==> src/rtl/div_pkg.sv <==
// Shared types and helpers for the sequential divide-by-N engine family.
// Holds the FSM state encoding and a constant-foldable clog2.
package div_pkg;

  typedef enum logic [1:0] {
    ST_IDLE = 2'd0,
    ST_RUN  = 2'd1,
    ST_DONE = 2'd2
  } state_e;

  function automatic int clog2(input int v);
    int r;
    r = 0;
    for (int i = 0; i < 31; i++) begin
      if ((1 << i) < v) r = i + 1;
    end
    return r;
  endfunction

endpackage

==> src/rtl/div_by_n_seq_if.sv <==
// Producer/consumer handshake bundle for div_by_n_seq.
// Operand side and result side are both plain valid/ready.
interface div_by_n_seq_if #(
  parameter int DATA_W = 8,
  parameter int REM_W  = 2
);
  logic              in_valid;
  logic              in_ready;
  logic [DATA_W-1:0] data;
  logic              out_valid;
  logic              out_ready;
  logic              divisibility;
  logic [REM_W-1:0]  remainder;
  logic              busy;

  modport master (
    output in_valid, data, out_ready,
    input  in_ready, out_valid, divisibility, remainder, busy
  );

  modport slave (
    input  in_valid, data, out_ready,
    output in_ready, out_valid, divisibility, remainder, busy
  );
endinterface

==> src/rtl/div_rem_step.sv <==
// One remainder fold: rem_o = ({rem_i, chunk_i}) % DIVISOR via an elaboration-time table.
// Purely combinational; no backpressure.
module div_rem_step #(
  parameter int DIVISOR = 3,
  parameter int CHUNK_W = 2,
  parameter int REM_W   = 2
) (
  input  logic [REM_W-1:0]   rem_i,
  input  logic [CHUNK_W-1:0] chunk_i,
  output logic [REM_W-1:0]   rem_o
);
  localparam int IDX_W = REM_W + CHUNK_W;
  localparam int DEPTH = DIVISOR << CHUNK_W;

  logic [REM_W-1:0] rem_lut [DEPTH];
  logic [IDX_W-1:0] idx;

  // rem_i < DIVISOR, so idx never reaches DEPTH
  for (genvar g = 0; g < DEPTH; g++) begin : g_lut
    assign rem_lut[g] = REM_W'(g % DIVISOR);
  end

  assign idx   = {rem_i, chunk_i};
  assign rem_o = rem_lut[idx];
endmodule

==> src/rtl/div_by_n_seq.sv <==
// Sequential remainder engine: folds CHUNK_W operand bits per cycle, MSB first, into data % DIVISOR.
// Result valid NCH cycles after accept and held until out_ready; one operand in flight.
module div_by_n_seq
  import div_pkg::*;
#(
  parameter int DATA_W  = 8,
  parameter int DIVISOR = 3,
  parameter int CHUNK_W = 2
) (
  input logic           clk,
  input logic           rst_n,
  div_by_n_seq_if.slave bus
);
  localparam int REM_W = clog2(DIVISOR);
  localparam int NCH   = DATA_W / CHUNK_W;
  localparam int CNT_W = (NCH > 1) ? clog2(NCH) : 1;
  localparam logic [CNT_W-1:0] LAST_CNT = CNT_W'(NCH - 1);

  state_e            state_q;
  logic [DATA_W-1:0] shreg_q;
  logic [REM_W-1:0]  rem_q;
  logic [REM_W-1:0]  rem_d;
  logic [REM_W-1:0]  rem_out_q;
  logic [CNT_W-1:0]  cnt_q;
  logic              in_ready_q;
  logic              out_valid_q;
  logic              div_q;
  logic              busy_q;

  div_rem_step #(
    .DIVISOR (DIVISOR),
    .CHUNK_W (CHUNK_W),
    .REM_W   (REM_W)
  ) u_step (
    .rem_i   (rem_q),
    .chunk_i (shreg_q[DATA_W-1 -: CHUNK_W]),
    .rem_o   (rem_d)
  );

  always_ff @(posedge clk or negedge rst_n) begin
    if (!rst_n) begin
      state_q     <= ST_IDLE;
      shreg_q     <= '0;
      rem_q       <= '0;
      cnt_q       <= '0;
      in_ready_q  <= 1'b1;
      out_valid_q <= 1'b0;
      rem_out_q   <= '0;
      div_q       <= 1'b0;
      busy_q      <= 1'b0;
    end else begin
      case (state_q)
        ST_IDLE: begin
          if (bus.in_valid) begin
            shreg_q    <= bus.data;
            rem_q      <= '0;
            cnt_q      <= '0;
            in_ready_q <= 1'b0;
            busy_q     <= 1'b1;
            state_q    <= ST_RUN;
          end
        end
        ST_RUN: begin
          rem_q   <= rem_d;
          shreg_q <= shreg_q << CHUNK_W;
          cnt_q   <= cnt_q + CNT_W'(1);
          if (cnt_q == LAST_CNT) begin
            out_valid_q <= 1'b1;
            rem_out_q   <= rem_d;
            div_q       <= (rem_d == '0);
            state_q     <= ST_DONE;
          end
        end
        ST_DONE: begin
          // Result outputs fall back to reset values so IDLE/RUN always show zeros
          if (bus.out_ready) begin
            out_valid_q <= 1'b0;
            rem_out_q   <= '0;
            div_q       <= 1'b0;
            in_ready_q  <= 1'b1;
            busy_q      <= 1'b0;
            state_q     <= ST_IDLE;
          end
        end
        default: state_q <= ST_IDLE;
      endcase
    end
  end

  assign bus.in_ready     = in_ready_q;
  assign bus.out_valid    = out_valid_q;
  assign bus.remainder    = rem_out_q;
  assign bus.divisibility = div_q;
  assign bus.busy         = busy_q;
endmodule

==> src/flat_wrapper.sv <==
// flat-port wrapper written by rule: the top's interface ports become plain ports
module div_by_n_seq_flat import div_pkg::*;
#(
  parameter int DATA_W  = 8,
  parameter int DIVISOR = 3,
  parameter int CHUNK_W = 2
)
  (clk, rst_n, bus_in_valid, bus_data, bus_out_ready, bus_in_ready, bus_out_valid, bus_divisibility, bus_remainder, bus_busy);
  div_by_n_seq_if #(.DATA_W(DATA_W), .REM_W(2)) bus_i ();
  input logic clk;
  input logic rst_n;
  input wire logic [$bits(bus_i.in_valid)-1:0] bus_in_valid;
  input wire logic [$bits(bus_i.data)-1:0] bus_data;
  input wire logic [$bits(bus_i.out_ready)-1:0] bus_out_ready;
  output wire logic [$bits(bus_i.in_ready)-1:0] bus_in_ready;
  output wire logic [$bits(bus_i.out_valid)-1:0] bus_out_valid;
  output wire logic [$bits(bus_i.divisibility)-1:0] bus_divisibility;
  output wire logic [$bits(bus_i.remainder)-1:0] bus_remainder;
  output wire logic [$bits(bus_i.busy)-1:0] bus_busy;
  assign bus_i.in_valid = bus_in_valid;
  assign bus_i.data = bus_data;
  assign bus_i.out_ready = bus_out_ready;
  assign bus_in_ready = bus_i.in_ready;
  assign bus_out_valid = bus_i.out_valid;
  assign bus_divisibility = bus_i.divisibility;
  assign bus_remainder = bus_i.remainder;
  assign bus_busy = bus_i.busy;
  div_by_n_seq #(.DATA_W(DATA_W), .DIVISOR(DIVISOR), .CHUNK_W(CHUNK_W)) u_core (.clk(clk), .rst_n(rst_n), .bus(bus_i));
endmodule
==> config.mk <==
export PLATFORM = sky130hd
export DESIGN_NAME = div_by_n_seq_flat
export DESIGN_NICKNAME = d
export VERILOG_FILES = /design/src/rtl/div_pkg.sv /design/src/rtl/div_by_n_seq_if.sv /design/src/rtl/div_rem_step.sv /design/src/rtl/div_by_n_seq.sv /design/src/flat_wrapper.sv
export SDC_FILE = /design/constraint.sdc
export NUM_CORES = 1
export LEC_CHECK = 0
export CORE_MARGIN = 4
export CORE_UTILIZATION = 51
export CTS_BUF_LIST = sky130_fd_sc_hd__clkbuf_4
export CTS_CLUSTER_DIAMETER = 200
export DETAILED_ROUTE_END_ITERATION = 8
export PLACE_DENSITY_LB_ADDON = 0.08
export RECOVER_POWER = 25
export SKIP_CTS_REPAIR_TIMING = 1
export SLEW_MARGIN = 20
export SYNTH_ARGS = -nofsm -noshare
export SYNTH_HDL_FRONTEND = slang
export SYNTH_SLANG_ARGS = --single-unit
==> constraint.sdc <==
create_clock -name clk -period 1.75 [get_ports clk]
set_input_delay 0.2625 -clock clk [delete_from_list [all_inputs] [get_ports clk]]
set_output_delay 0.2625 -clock clk [all_outputs]
set_load 0.01 [all_outputs]
==> flow_metrics.env <==
export IMPL_status="completed"
export IMPL_crit_family="flip-flops"
export IMPL_ys_ff_latch=20
export IMPL_start_util_pct=56.6
export IMPL_fin_util_pct=68.9
export IMPL_core_area_sq_um=1820
export IMPL_p_clk_share_pct=12.5
export IMPL_synth_flop_cell="dfrtp_1"
export IMPL_peakVddDrop_uv=847
export IMPL_rsz0062_at_grt="no"
export IMPL_synthMostInstantiatedCell="dfrtp_1"
export IMPL_clock_skew_ns=0.0109
export IMPL_synthCells=104
export IMPL_grtUsageTotal_pct=18.2
export IMPL_dp_worst_setup_slack_ns=0.251
export IMPL_synth_top_area_share_pct=46.2
export IMPL_synth_top_cells_by_area="dfrtp_1 46%, nand2_1 5.5%, a21oi_1 5.3%"
export IMPL_hp_class="reg2reg"
export IMPL_worstPathRequired_ns=1.49
export IMPL_tns_ns=0
export IMPL_end_kind="output port"
export IMPL_place_congestion=0.824
export IMPL_worstMarginPinSlew_ns=1.07
export IMPL_maxCapViolCount=0
export IMPL_fillers=161
export IMPL_root_buffer="clkbuf_4"
export IMPL_io_buffers=17
export IMPL_synth_edf_count=0
export IMPL_rows=15
export IMPL_period_minus_slack_ns=1.63
export IMPL_switching_share_pct=38.4
export IMPL_cts_made_buffers=3
export IMPL_yosysUniqueCellTypes=30
export IMPL_grt_pass1_vias=799
export IMPL_final_hold_violation_count=0
export IMPL_r2r_cells=5
export IMPL_start_kind="flop"
export IMPL_r2r_end="u_core.bus.remainder[0]"
export IMPL_switchingPower_uw=758
export IMPL_seq_power_share_pct=42.0
export IMPL_syn_avg_cell_area_sq_um=9.90
export IMPL_yosys_warnings=0
export IMPL_wl_per_cell_um=13.3
export IMPL_yosys_top_cells_count="19 x dfrtp_1, 15 x nand2_1, 11 x a21oi_1, 10 x o21ai_0, 5 x nor2b_1"
export IMPL_viasPerCell=5.53
export IMPL_async_reset_ff_share_pct=100
export IMPL_clkTransAtPathRegs_ns=0.11
export IMPL_seq_area_frac_synth_pct=48.7
export IMPL_maxSlewHeadroom_pct=28.8
export IMPL_power_density_nw_per_um2=1570
export IMPL_num_antenna_cells=0
export IMPL_tritoncts="yes"
export IMPL_rrSetupSlack_ns=0.33
export IMPL_drt_antenna_violating_nets=0
export IMPL_fin_nets=141
export IMPL_hpwl_mm=1.47
export IMPL_endpoint="bus_in_ready"
export IMPL_syn_to_final_growth_pct=21.7
export IMPL_htreeDepth=1
export IMPL_grt_ovfl_total=0
export IMPL_grt_max_degree=21
export IMPL_timing_rr_start="u_core.shreg_q[6]"
export IMPL_slew_violations=0
export IMPL_netlist_area_sq_um=1030
export IMPL_cp_depth=1
export IMPL_finalSetupViolCount=0
export IMPL_worst_slack_ns=0.124
export IMPL_max_clock_freq_mhz=615
export IMPL_drt_iter0_markers=15
export IMPL_drc=0
export IMPL_post_route_period_util_pct=92.9
export IMPL_cellLeakagePower_nw=0.566
export IMPL_worstPathArrival_ns=1.36
export IMPL_grt_pass1_wl_mm=3.59
export IMPL_slowest_delay_ns=0.54
export IMPL_die_x_um=52.9
export IMPL_clockBufferDepth=2
export IMPL_drt_total_wl_mm=2.00
export IMPL_critPathBufInv=1
export IMPL_syn_num_nets=119
export IMPL_io_pins=18
export IMPL_worst_path_max_delay_cell="dfstp_2"
export IMPL_antenna_found_initial=0
export IMPL_die_y_um=52.9
export IMPL_firstDrtPassIters=4
export IMPL_combPwrFrac_pct=45.5
export IMPL_clkLatencyLatePin_ns=0.30
export IMPL_crit_type="reg2out"
export IMPL_drive_gt1_share_pct=9.60
export IMPL_critPathMaxFanout=2
export IMPL_crit_start="u_core.bus.in_ready"
export IMPL_yosys_area_top_type="dfrtp_1"
export IMPL_clock_sinks=20
export IMPL_num_vias=830
export IMPL_p_int_mw=1.21
export IMPL_path_cells="clkdlybuf4s50_1"
export IMPL_dieArea_sq_um=2800
==> registers in the layout, indices dropped and copies added (netlist names) <==
| signal | flops |
|---|---|
| u_core.bus.divisibility | 1 |
| u_core.cnt_q | 2 |
| u_core.state_q | 2 |
| u_core.shreg_q | 8 |
| u_core.bus.out_valid | 1 |
| u_core.bus.in_ready | 1 |
| u_core.bus.remainder | 2 |
| u_core.bus.busy | 1 |
| u_core.rem_q | 2 |
==> routing by layer <==
layer | vias up | GRT usage, % | share of wire, %
met1 | 397 | 21.9 | 47
met3 | 4 | 5.07 | 5.2
met4 | 0 | 8.94 | 1.8
met5 | - | 0 | 0
li1 | 410 | - | -
met2 | 19 | 29.5 | 45
==> worst min-delay path by stage <==
stage | slack [ns] | cells after the start | start | end
after CTS | 0.29 | 2 | rst_n | u_core.bus.remainder[0]
after global routing | 0.52 | 2 | u_core.shreg_q[3] | u_core.shreg_q[3]
after global placement | 0.47 | 2 | u_core.shreg_q[4] | u_core.shreg_q[4]
after detailed placement | 0.49 | 2 | u_core.shreg_q[3] | u_core.shreg_q[3]
final | 0.50 | 2 | u_core.bus.in_ready | u_core.bus.in_ready
after floorplan | -0.03 | 0 | rst_n | u_core.bus.busy
==> logic make-up (layout without fill, tap and decap cells) <==
kind of cell	after synthesis	in the layout	synth area share [%]
AND/OR/NAND/NOR	33	33	16.6
multiplexers	3	3	3.16
adder cells (fa/ha/maj)	3	3	3.65
flip-flops	20	20	48.7
buffers and inverters	8	29	5.10
AO/OA/AOI/OAI	37	37	22.7
==> worst reg2reg max path, delay by kind of cell, from the launching register on <==
kind | cells | cell delay (ns)
fa+ha+maj | 1 | 0.34
compound gates | 3 | 0.54
flops | 1 | 0.40
buf+inv | 1 | 0.06
==> layout make-up <==
type | count | area, sq um | share of cell area (%)
multi-input combinational | 76 | 475 | 37.9
timing repair buffer | 22 | 204 | 16.3
inverter | 3 | 11.3 | 0.898
tap | 25 | 31.3 | 2.50
clock buffer | 4 | 30.0 | 2.40
sequential | 20 | 502 | 40.0
==> power groups by stage <==
stage / clock (mW) / sequential (mW) / combinational (mW)
floorplan: 0 / 0.777 / 0.690
global placement: 0 / 0.822 / 0.877
detailed placement: 0 / 0.835 / 0.904
CTS: 0.259 / 0.827 / 0.905
global route: 0.285 / 0.856 / 1.01
finish: 0.247 / 0.828 / 0.897
==> layout by cell type (no fill, tap or decap), drive strengths merged, types with 2 or more instances in the layout <==
master	instances
dfrtp	19
nand2b	2
o21ai	12
buf	4
nand2	15
and3b	4
mux2	2
clkbuf	5
a21oi	11
clkdlybuf4s50	16
ha	3
nor2	3
a22oi	3
a21o	2
inv	3
nor2b	5
and2b	2
o2bb2ai	2
==> through the flow <==
step                cell area, sq um  std cells  power, mW  hold WS [ns]
floorplan                       1030        104       1.47       -0.0331
global placement                1230        146       1.70         0.475
detailed placement              1230        146       1.74         0.487
CTS                             1260        150       1.99         0.286
global route                    1250        150       2.15         0.523
finish                          1250        150       1.97         0.498
(Power assumes the default switching activity.)
